## src/rtl/fifo_mem_prog.sv

```systemverilog
// fifo_mem_prog
// -------------
// Synchronous FIFO for any depth >= 2, with a live occupancy count,
// run-time programmable almost-full/almost-empty thresholds, sticky
// overflow/underflow flags with explicit clear, and an optional
// first-word-fall-through (FWFT) read mode.
//
// Build option:
//   FIFO_FWFT_EN  defined   -> data_out shows mem[rd_ptr] combinationally,
//                              data_valid = !empty_ind, trans_read pops the
//                              word on display.
//                 undefined -> registered read: data_out loads on an accepted
//                              read, data_valid pulses one cycle later.
//
// Ports:
//   clk_in            clock, all logic on the rising edge
//   sreset            synchronous active-high reset
//   trans_write       write request, data_in captured when accepted
//   trans_read        read request
//   data_in           write data
//   af_level          almost-full threshold  (fill_count >= af_level)
//   ae_level          almost-empty threshold (fill_count <= ae_level)
//   err_clear         clears overflow_ind / underflow_ind
//   data_out          read data
//   data_valid        data_out qualifier
//   fill_count        occupancy, 0..DEPTH
//   full_ind          fill_count == DEPTH
//   empty_ind         fill_count == 0
//   almost_full_ind   fill_count >= af_level
//   almost_empty_ind  fill_count <= ae_level
//   overflow_ind      sticky: a write was rejected
//   underflow_ind     sticky: a read was rejected
//
// Handshake: a request is a single-cycle strobe with no back-pressure
// signal of its own; the producer watches full_ind and the consumer
// watches empty_ind (or data_valid in FWFT mode). A write is accepted when
// the FIFO is not full or a read is accepted in the same cycle; a read is
// accepted when the FIFO is not empty. A rejected request is dropped and
// recorded in the matching sticky error flag.

module fifo_mem_prog #(
    parameter int DATA_WIDTH = 32,
    parameter int DEPTH      = 6,
    parameter int CNT_W      = $clog2(DEPTH + 1)
) (
    input  logic                  clk_in,
    input  logic                  sreset,
    input  logic                  trans_write,
    input  logic                  trans_read,
    input  logic [DATA_WIDTH-1:0] data_in,
    input  logic [CNT_W-1:0]      af_level,
    input  logic [CNT_W-1:0]      ae_level,
    input  logic                  err_clear,
    output logic [DATA_WIDTH-1:0] data_out,
    output logic                  data_valid,
    output logic [CNT_W-1:0]      fill_count,
    output logic                  full_ind,
    output logic                  empty_ind,
    output logic                  almost_full_ind,
    output logic                  almost_empty_ind,
    output logic                  overflow_ind,
    output logic                  underflow_ind
);

    localparam int PTR_W = (DEPTH > 2) ? $clog2(DEPTH) : 1;
    localparam logic [PTR_W-1:0] LAST_PTR = PTR_W'(DEPTH - 1);
    localparam logic [CNT_W-1:0] FULL_CNT = CNT_W'(DEPTH);

    logic [DATA_WIDTH-1:0] mem [DEPTH];
    logic [PTR_W-1:0]      wr_ptr;
    logic [PTR_W-1:0]      rd_ptr;
    logic [CNT_W-1:0]      count_q;
    logic                  rd_acc;
    logic                  wr_acc;
    logic                  ovf_q;
    logic                  udf_q;

    // Status decode from the registered count.
    assign fill_count       = count_q;
    assign full_ind         = (count_q == FULL_CNT);
    assign empty_ind        = (count_q == '0);
    // Unsigned compares give the forced cases for free: af_level = 0 is
    // always met, and ae_level >= DEPTH is always met since count <= DEPTH.
    assign almost_full_ind  = (count_q >= af_level);
    assign almost_empty_ind = (count_q <= ae_level);
    assign overflow_ind     = ovf_q;
    assign underflow_ind    = udf_q;

    // Read is judged first so a write into a full FIFO can ride on it.
    // An empty FIFO never bypasses a same-cycle write to the reader.
    assign rd_acc = trans_read && !empty_ind;
    assign wr_acc = trans_write && (!full_ind || rd_acc);

    // Storage is deliberately not reset; only the write strobe is gated.
    always_ff @(posedge clk_in) begin
        if (!sreset && wr_acc) begin
            mem[wr_ptr] <= data_in;
        end
    end

    // Pointers wrap explicitly at DEPTH-1 so non-power-of-two depths work.
    always_ff @(posedge clk_in) begin
        if (sreset) begin
            wr_ptr <= '0;
            rd_ptr <= '0;
        end else begin
            if (wr_acc) begin
                wr_ptr <= (wr_ptr == LAST_PTR) ? '0 : wr_ptr + PTR_W'(1);
            end
            if (rd_acc) begin
                rd_ptr <= (rd_ptr == LAST_PTR) ? '0 : rd_ptr + PTR_W'(1);
            end
        end
    end

    // Acceptance rules keep the count inside 0..DEPTH without clamping.
    always_ff @(posedge clk_in) begin
        if (sreset) begin
            count_q <= '0;
        end else if (wr_acc && !rd_acc) begin
            count_q <= count_q + CNT_W'(1);
        end else if (rd_acc && !wr_acc) begin
            count_q <= count_q - CNT_W'(1);
        end
    end

    // Sticky errors: a new rejection in the same cycle beats err_clear.
    always_ff @(posedge clk_in) begin
        if (sreset) begin
            ovf_q <= 1'b0;
            udf_q <= 1'b0;
        end else begin
            if (trans_write && !wr_acc) begin
                ovf_q <= 1'b1;
            end else if (err_clear) begin
                ovf_q <= 1'b0;
            end
            if (trans_read && !rd_acc) begin
                udf_q <= 1'b1;
            end else if (err_clear) begin
                udf_q <= 1'b0;
            end
        end
    end

`ifdef FIFO_FWFT_EN
    // Head of queue is always on display; a read simply advances rd_ptr.
    assign data_out   = mem[rd_ptr];
    assign data_valid = !empty_ind;
`else
    logic [DATA_WIDTH-1:0] dout_q;
    logic                  dvalid_q;

    // data_out holds its last value between reads; data_valid is a
    // one-cycle pulse following each accepted read.
    always_ff @(posedge clk_in) begin
        if (sreset) begin
            dout_q   <= '0;
            dvalid_q <= 1'b0;
        end else begin
            dvalid_q <= rd_acc;
            if (rd_acc) begin
                dout_q <= mem[rd_ptr];
            end
        end
    end

    assign data_out   = dout_q;
    assign data_valid = dvalid_q;
`endif

endmodule

```

## config.mk

```make
export PLATFORM = sky130hd
export DESIGN_NAME = fifo_mem_prog
export DESIGN_NICKNAME = d
export VERILOG_FILES = /design/src/rtl/fifo_mem_prog.sv
export SDC_FILE = /design/constraint.sdc
export NUM_CORES = 1
export LEC_CHECK = 0
export ABC_AREA = 1
export BUFFER_PORTS_ARGS = -buffer_cell sky130_fd_sc_hd__buf_2
export CAP_MARGIN = 20
export CORE_AREA = 2 2 144 174
export CTS_CLUSTER_DIAMETER = 100
export CTS_CLUSTER_SIZE = 24
export DETAILED_ROUTE_END_ITERATION = 16
export DIE_AREA = 0 0 146 176
export SLEW_MARGIN = 40
export SYNTH_ARGS = -nofsm -noshare
export SYNTH_HDL_FRONTEND = slang
export SYNTH_SLANG_ARGS = --single-unit
```

## constraint.sdc

```tcl
create_clock -name clk_in -period 3.7 [get_ports clk_in]
set_input_delay 0.555 -clock clk_in [delete_from_list [all_inputs] [get_ports clk_in]]
set_output_delay 0.555 -clock clk_in [all_outputs]
set_load 0.01 [all_outputs]
```

==> metrics.cfg, run 1 <==
[detailed_routing]
dr_total_vias = 6136
drt-total-wl_mm = 20.3
first_iter_violations = 507
drc = 0
viasPerCell = 4.90
antenna_left = 0
post_drt_wl_per_cell_um = 16.2
first_pass_iters = 5

[clock_network]
clock_path_buffers = 3
cts_tree = done
clock-root-buffer = clkbuf_16
cts_sinks = 236
clk_latency_ps = 480
post_cts_resized = 0
post_cts_buffers = 0
numCtsBuffers = 13
cts_max_level = 1
holdBufCountCts = 0
cts.clk_slew.worst_paths_ps = 100

[worst_setup_path]
cp.required_ps = 3140
cp-end-kind = output port
cp_max_fo = 6
rr_startpoint = fill_count[0]
arrival_ps = 1590
worstRegToRegCells = 12
start_kind = register
r2r_setup_slack_ps = 1810
worstSetupPathType = register to output port
r2r-end = fill_count[2]

[final_layout]
fill_cells = 2259
drive_gt1_share_pct = 12.9
multi_input_area_um2 = 2300
final_common_cell = nand2_1
syn_to_final_growth_pct = 11.0
finalCoreUtilization_pct = 43.8
mostFrequentLayoutCells = nand2_1, edfxtp_1, nor2_1, nand3_1, buf_2
fin_area_um2 = 10500
nets = 973
seq_area_um2 = 6650

[die]
core-area_um2 = 23900
die_w_um = 146
ioPinCount = 85
rows = 62
dieArea_um2 = 25700
start_util_pct = 39.4
die_h_um = 176

[power_and_ir_drop]
clockPowerShare_pct = 24.4
switching_share_pct = 31.3
p_comb_share_pct = 24.6
seqPwrFrac_pct = 51.0
leakagePower_nw = 4.13
p_switching_mw = 1.94
powerDensity_nw_per_um2 = 594
vdd_drop_max_mv = 0.244
p_int_mw = 4.27

[yosys]
synthCells = 857
avgSynthCellArea_um2 = 11.0
synth_cell_types = 24
netlist.top_cell.by_area = edfxtp_1
synth.top_cell.area_share_pct = 61.2
synth_fp_nets = 908
yosys_warnings = 0
yosys_register_bits = 236
syn-cell-area_um2 = 9430
synthTopCellsByArea = edfxtp_1, dfxtp_1, nand2_1
ys_seq_area_share_pct = 70.5

[sta]
final_hold_viol_count = 0
grt_setup_unrepaired = false
skew_ps = 12.3
worst_slew_pin_slew_ps = 780
slew_headroom_pct = 48.0
fmax_mhz = 466
finalCritPeriodShare_pct = 58.0
slew_violations = 0
finalSetupViolCount = 0
layout_min_cycle_time_ps = 2150
setup_slack_ps = 1550
setup_tns_ps = 0

[hold_path]
holdPathEnd = mem[1][6]
hold_path.class = input port to register
hp-start = data_in[6]
holdPathStages = 1

[placed_design]
dpl_worst_slack_ps = 1550
place_area_um2 = 10100
place_congestion = 0.714
port_buffers = 84
hpwl_mm = 10.8

[global_routing]
grt_pass1_wl_mm = 32.3
grt_overflow = 0
track_usage_pct = 15.8
grt_pass1_vias = 5942
grt_start_max_net_pins = 99
antenna_found_initial = 3

[run]
cap_violations = 0

[run_status]
status = completed

[registers in the layout, summed over array words and instances, names as in the netlist]
signal,cells
data_out,32
data_valid,1
fill_count,3
mem,192
overflow_ind,1
rd_ptr,3
underflow_ind,1
wr_ptr,3
[cell usage after synthesis, drive strengths merged]
master / n
a21oi: 41
fa: 1
o211ai: 1
nand3: 106
edfxtp: 192
nor3: 5
dfxtp: 44
o21bai: 1
clkbuf: 10
inv: 55
nand4: 2
nor2: 106
nand2: 215
o21ai: 35
ha: 7
buf: 36
[worst max path at each step]
| stage | startpoint | to | slack [ps] |
|---|---|---|---|
| after floorplan | sreset | mem[4][0] | -80 |
| after global placement | trans_read | fill_count[2] | 1590 |
| after detailed placement | trans_read | fill_count[2] | 1550 |
| after CTS | fill_count[0] | almost_full_ind | 1520 |
| after global routing | fill_count[0] | almost_full_ind | 1400 |
| final | fill_count[0] | almost_full_ind | 1550 |
[power by group through the flow]
stage	clock network [mW]	registers (mW)	logic, mW
after floorplan	0	3.28	1.08
after global placement	0	3.23	1.53
after detailed placement	0	3.23	1.56
after CTS	1.55	3.17	1.56
after global routing	1.63	3.20	1.76
final	1.52	3.17	1.53
[per-layer routing]
metal  global-route usage [%]  wire length (um)  vias up
met5                        0                12        -
met3                     2.20               826       31
li1                         -                 -     3016
met1                     20.5              9120     2972
met4                     4.33               392        2
met2                     27.9              9970      115
[final cells by class]
| class | instances | share of cell area (%) |
|---|---|---|
| antenna | 3 | 0.0718 |
| multi-input combinational | 520 | 22.0 |
| tap | 320 | 3.83 |
| sequential | 236 | 63.5 |
| timing repair buffer | 96 | 4.92 |
| inverter | 55 | 2.02 |
| clock buffer | 21 | 3.60 |
[worst max-delay path, stage by stage, from the launching register on]
cell      delay, ps
dfxtp_1         430
inv_2           100
ha_1            280
nand3_1          70
o211ai_1         90
buf_2           150
[through the flow]
step	power, mW	hold slack (ps)	instances
2_1_floorplan	4.36	459	857
3_3_place_gp	4.76	453	1227
3_5_place_dp	4.79	457	1227
4_1_cts	6.28	306	1248
5_1_grt	6.59	318	1249
6_report	6.22	312	1251
[kinds of logic (layout without fill, tap and decap cells)]
logic type | Yosys count | after routing | share of synthesized area [%]
simple gates | 434 | 434 | 18.9
flops | 236 | 236 | 70.5
buf+inv | 101 | 172 | 5.26
compound gates | 78 | 78 | 4.19
fa+ha+maj | 8 | 8 | 1.14
other cells | 0 | 3 | 0
Power figures use the tool's default switching activity.
==> inputs of run 2 (changes only) <==
ABC_AREA = 0   (was 1)
CORE_AREA = 2 2 140 169   (was 2 2 144 174)
DIE_AREA = 0 0 142 171   (was 0 0 146 176)
clock period = 2.2 ns   (was 3.7 ns; I/O delays follow)
==> run 2 against run 1 <==
Against the previous run: critical path depth up 4; sequential share of layout area is 0.57 points higher; flip-flop and latch count did not move; routed wire length shrank 9.8%; area after synthesis decreased by 5.0%; global-route usage decreased by 0.46 points; worst setup slack got worse by 1500 ps; core utilization is 1.7 points higher; worst hold slack worse by 220 ps; clock skew increased by 3.5 ps; critical endpoint is now fill_count[2]; highest routed layer unchanged; via count shrank 21%; largest power group unchanged; clock power rose by 61%.
==> metrics.cfg, run 2 <==
[yosys]
ys.flop_type = edfxtp_1
synth.top_cell.area_share_pct = 64.4  ; +3.2 points
netlist.top_cell.by_area = edfxtp_1
avgSynthCellArea_um2 = 16.8  ; +53%
synthTopCellsByArea = edfxtp_1, mux2i_1, dfxtp_1
synthTopCellsByCount = edfxtp_1, mux2i_1, dfxtp_1, nand2_1
syn-cell-area_um2 = 8950  ; -5.0%
yosys_register_bits = 236  ; unchanged
synth.most_common_cell = edfxtp_1
synth_fp_nets = 583  ; -36%
ys_seq_area_share_pct = 74.2  ; +3.7 points
synth_cell_types = 35  ; +46%
synthCells = 532  ; -38%
async_reset_ff_share_pct = 0  ; unchanged
synth_edf_count = 192  ; unchanged
yosys_warnings = 0  ; unchanged

[hold_path]
holdPathStages = 1  ; unchanged
hold_path.class = input port to register
hp-start = data_in[11]

[worst_setup_path]
cp.depth = 9  ; +4
arrival_ps = 2540  ; +950 ps
cp-end-kind = register
worstSetupPathType = register to register
crit_buf_inv = 2  ; unchanged
rr_startpoint = fill_count[1]
start_kind = register
crit_chain = and4bb_1 > nand2b_4 > inv_2 > ha_2 > inv_1 > fa_1 > xor2_1 > or3_1 > a21oi_2
slowest_delay_ps = 400  ; -30 ps
worstRegToRegCells = 9  ; -3
cpMaxStageDelayCell = dfxtp_4
crit_path_start = fill_count[1]
crit_family = simple AND/OR/NAND/NOR gates
cp_max_fo = 10  ; +4
cp.required_ps = 2610  ; -530 ps

[sta]
skew_ps = 15.8  ; +3.46 ps
setup_slack_ps = 64.5  ; -1490 ps
worst_slew_pin_slew_ps = 524  ; -256 ps
finalSetupViolCount = 0  ; unchanged
finalCritPeriodShare_pct = 97.1
fmax_mhz = 468
final_hold_viol_count = 0  ; unchanged
slew_headroom_pct = 65.1  ; +17 points
layout_min_cycle_time_ps = 2140
grt_setup_unrepaired = false
slew_violations = 0  ; unchanged

[detailed_routing]
drt-total-wl_mm = 18.3  ; -9.8%
viasPerCell = 5.29  ; +7.9%
first_iter_violations = 273  ; -46%
post_drt_wl_per_cell_um = 20.0  ; +23%
dr_total_vias = 4857  ; -21%
drc = 0  ; unchanged
first_pass_iters = 6  ; +1
antenna_left = 0  ; unchanged

[final_layout]
syn_to_final_growth_pct = 16.0
fill_cells = 1974  ; -13%
nets = 680  ; -30%
fin_area_um2 = 10400  ; -0.68%
multi_input_area_um2 = 2220  ; -3.4%
largest_reg_flops = 192  ; unchanged
mostFrequentLayoutCells = edfxtp_1, mux2i_1, buf_2, dfxtp_1, nand2_1
n_antenna_cell = 0  ; -3
drive_gt1_share_pct = 23.8  ; +11 points
regMostFlops = mem
seq_area_um2 = 6660  ; +0.21%
finalNonFillerCells = 918  ; -27%
final_common_cell = edfxtp_1

[die]
start_util_pct = 39.2  ; -0.21 points
rows = 61  ; -1.6%
dieArea_um2 = 24300  ; -5.5%
die_w_um = 142  ; -2.7%
core-area_um2 = 22800  ; -4.5%
die_h_um = 171  ; -2.8%
ioPinCount = 85  ; unchanged

[power_and_ir_drop]
total_power_mw = 10.2  ; +64%
powerDensity_nw_per_um2 = 981  ; +65%
vdd_drop_max_mv = 0.433  ; +77%
leakagePower_nw = 3.53  ; -15%

[clock_network]
cts.clk_slew.worst_paths_ps = 100  ; about the same
cts_tree = done
clock_path_buffers = 3  ; unchanged
clock-root-buffer = clkbuf_16
holdBufCountCts = 0  ; unchanged
clk_latency_ps = 470  ; about the same
cts_max_level = 1  ; unchanged
cts_sinks = 236  ; unchanged
numCtsBuffers = 13  ; unchanged

[placed_design]
place_area_um2 = 9990  ; -0.82%
hpwl_mm = 11.7  ; +8.5%
place_congestion = 0.749  ; +4.8%
placed_cells = 895  ; -27%
port_buffers = 84  ; unchanged
dpl_worst_slack_ps = -6.01  ; -1550 ps

[global_routing]
track_usage_pct = 15.3  ; -0.46 points
antenna_found_initial = 2  ; -1
grt_overflow = 0  ; unchanged
grt_pass1_vias = 5108  ; -14%
grt_start_max_net_pins = 28  ; -72%
grt_pass1_wl_mm = 28.4  ; -12%

[run_status]
status = completed

[run]
cap_violations = 0  ; unchanged

[run 2: cell count changes after synthesis, sizes merged, moves of 12 or more]
cell and change:
a21oi -34, a22oi +32, a32o +32, buf -12
inv -48, mux2i +98, nand2 -180, nand3 -105
nor2 -99, o21ai -31
[run 2: report_power, final]
| group | internal, mW | switching (mW) |
|---|---|---|
| registers | 5.14 | 0.278 |
| logic | 1.05 | 1.28 |
| clock network | 1.14 | 1.30 |
[run 2: path summary, 6_finish.rpt]
kind | slack [ps] | to
max | 60 | fill_count[2]
min | 90 | mem[2][11]
max reg2reg | 60 | fill_count[2]
min reg2reg | 470 | data_out[3]
[run 2: cell type report]
class                           instances  area share, %
Tap cell                              283           3.41
Sequential cell                       236           64.1
Timing Repair Buffer                  114           7.30
Clock buffer                           20           3.48
Multi-Input combinational cell        257           21.4
Clock inverter                          1         0.0361
Inverter                                7          0.253
[run 2: logic make-up (layout without fill, tap and decap cells)]
| kind of cell | count (synthesis) | count (layout) | share of synthesized area (%) |
|---|---|---|---|
| adder cells (fa/ha/maj) | 8 | 8 | 1.20 |
| multiplexers | 98 | 98 | 11.0 |
| flip-flops | 236 | 236 | 74.2 |
| buffers and inverters | 39 | 142 | 2.32 |
| XOR/XNOR | 3 | 3 | 0.294 |
| AND/OR/NAND/NOR | 68 | 68 | 3.63 |
| AO/OA/AOI/OAI | 80 | 80 | 7.36 |
[run 2: metrics by stage]
| step | TNS, ps | hold slack [ps] | util [%] |
|---|---|---|---|
| after floorplan | -11810 | 429 | - |
| after global placement | 0 | 443 | 43.8 |
| after detailed placement | -6.01 | 448 | 43.8 |
| after CTS | 0 | 74.3 | 45.5 |
| after global routing | 0 | 78.2 | 45.5 |
| final | 0 | 93.0 | 45.5 |
[run 2: what timing repair did]
action / in CTS / in global routing
setup buffers: 2 / 0
gates resized for setup: 0 / 4
endpoints found under the setup margin: 1 / 2
pin swaps: 0 / 3
[run 2: routing by layer]
layer / vias up / GRT usage [%] / wire length, um
met2: 104 / 28.3 / 9790
met5: - / 0 / 27
met4: 4 / 3.87 / 267
li1: 2276 / - / -
met1: 2451 / 18.6 / 7430
met3: 22 / 2.49 / 815
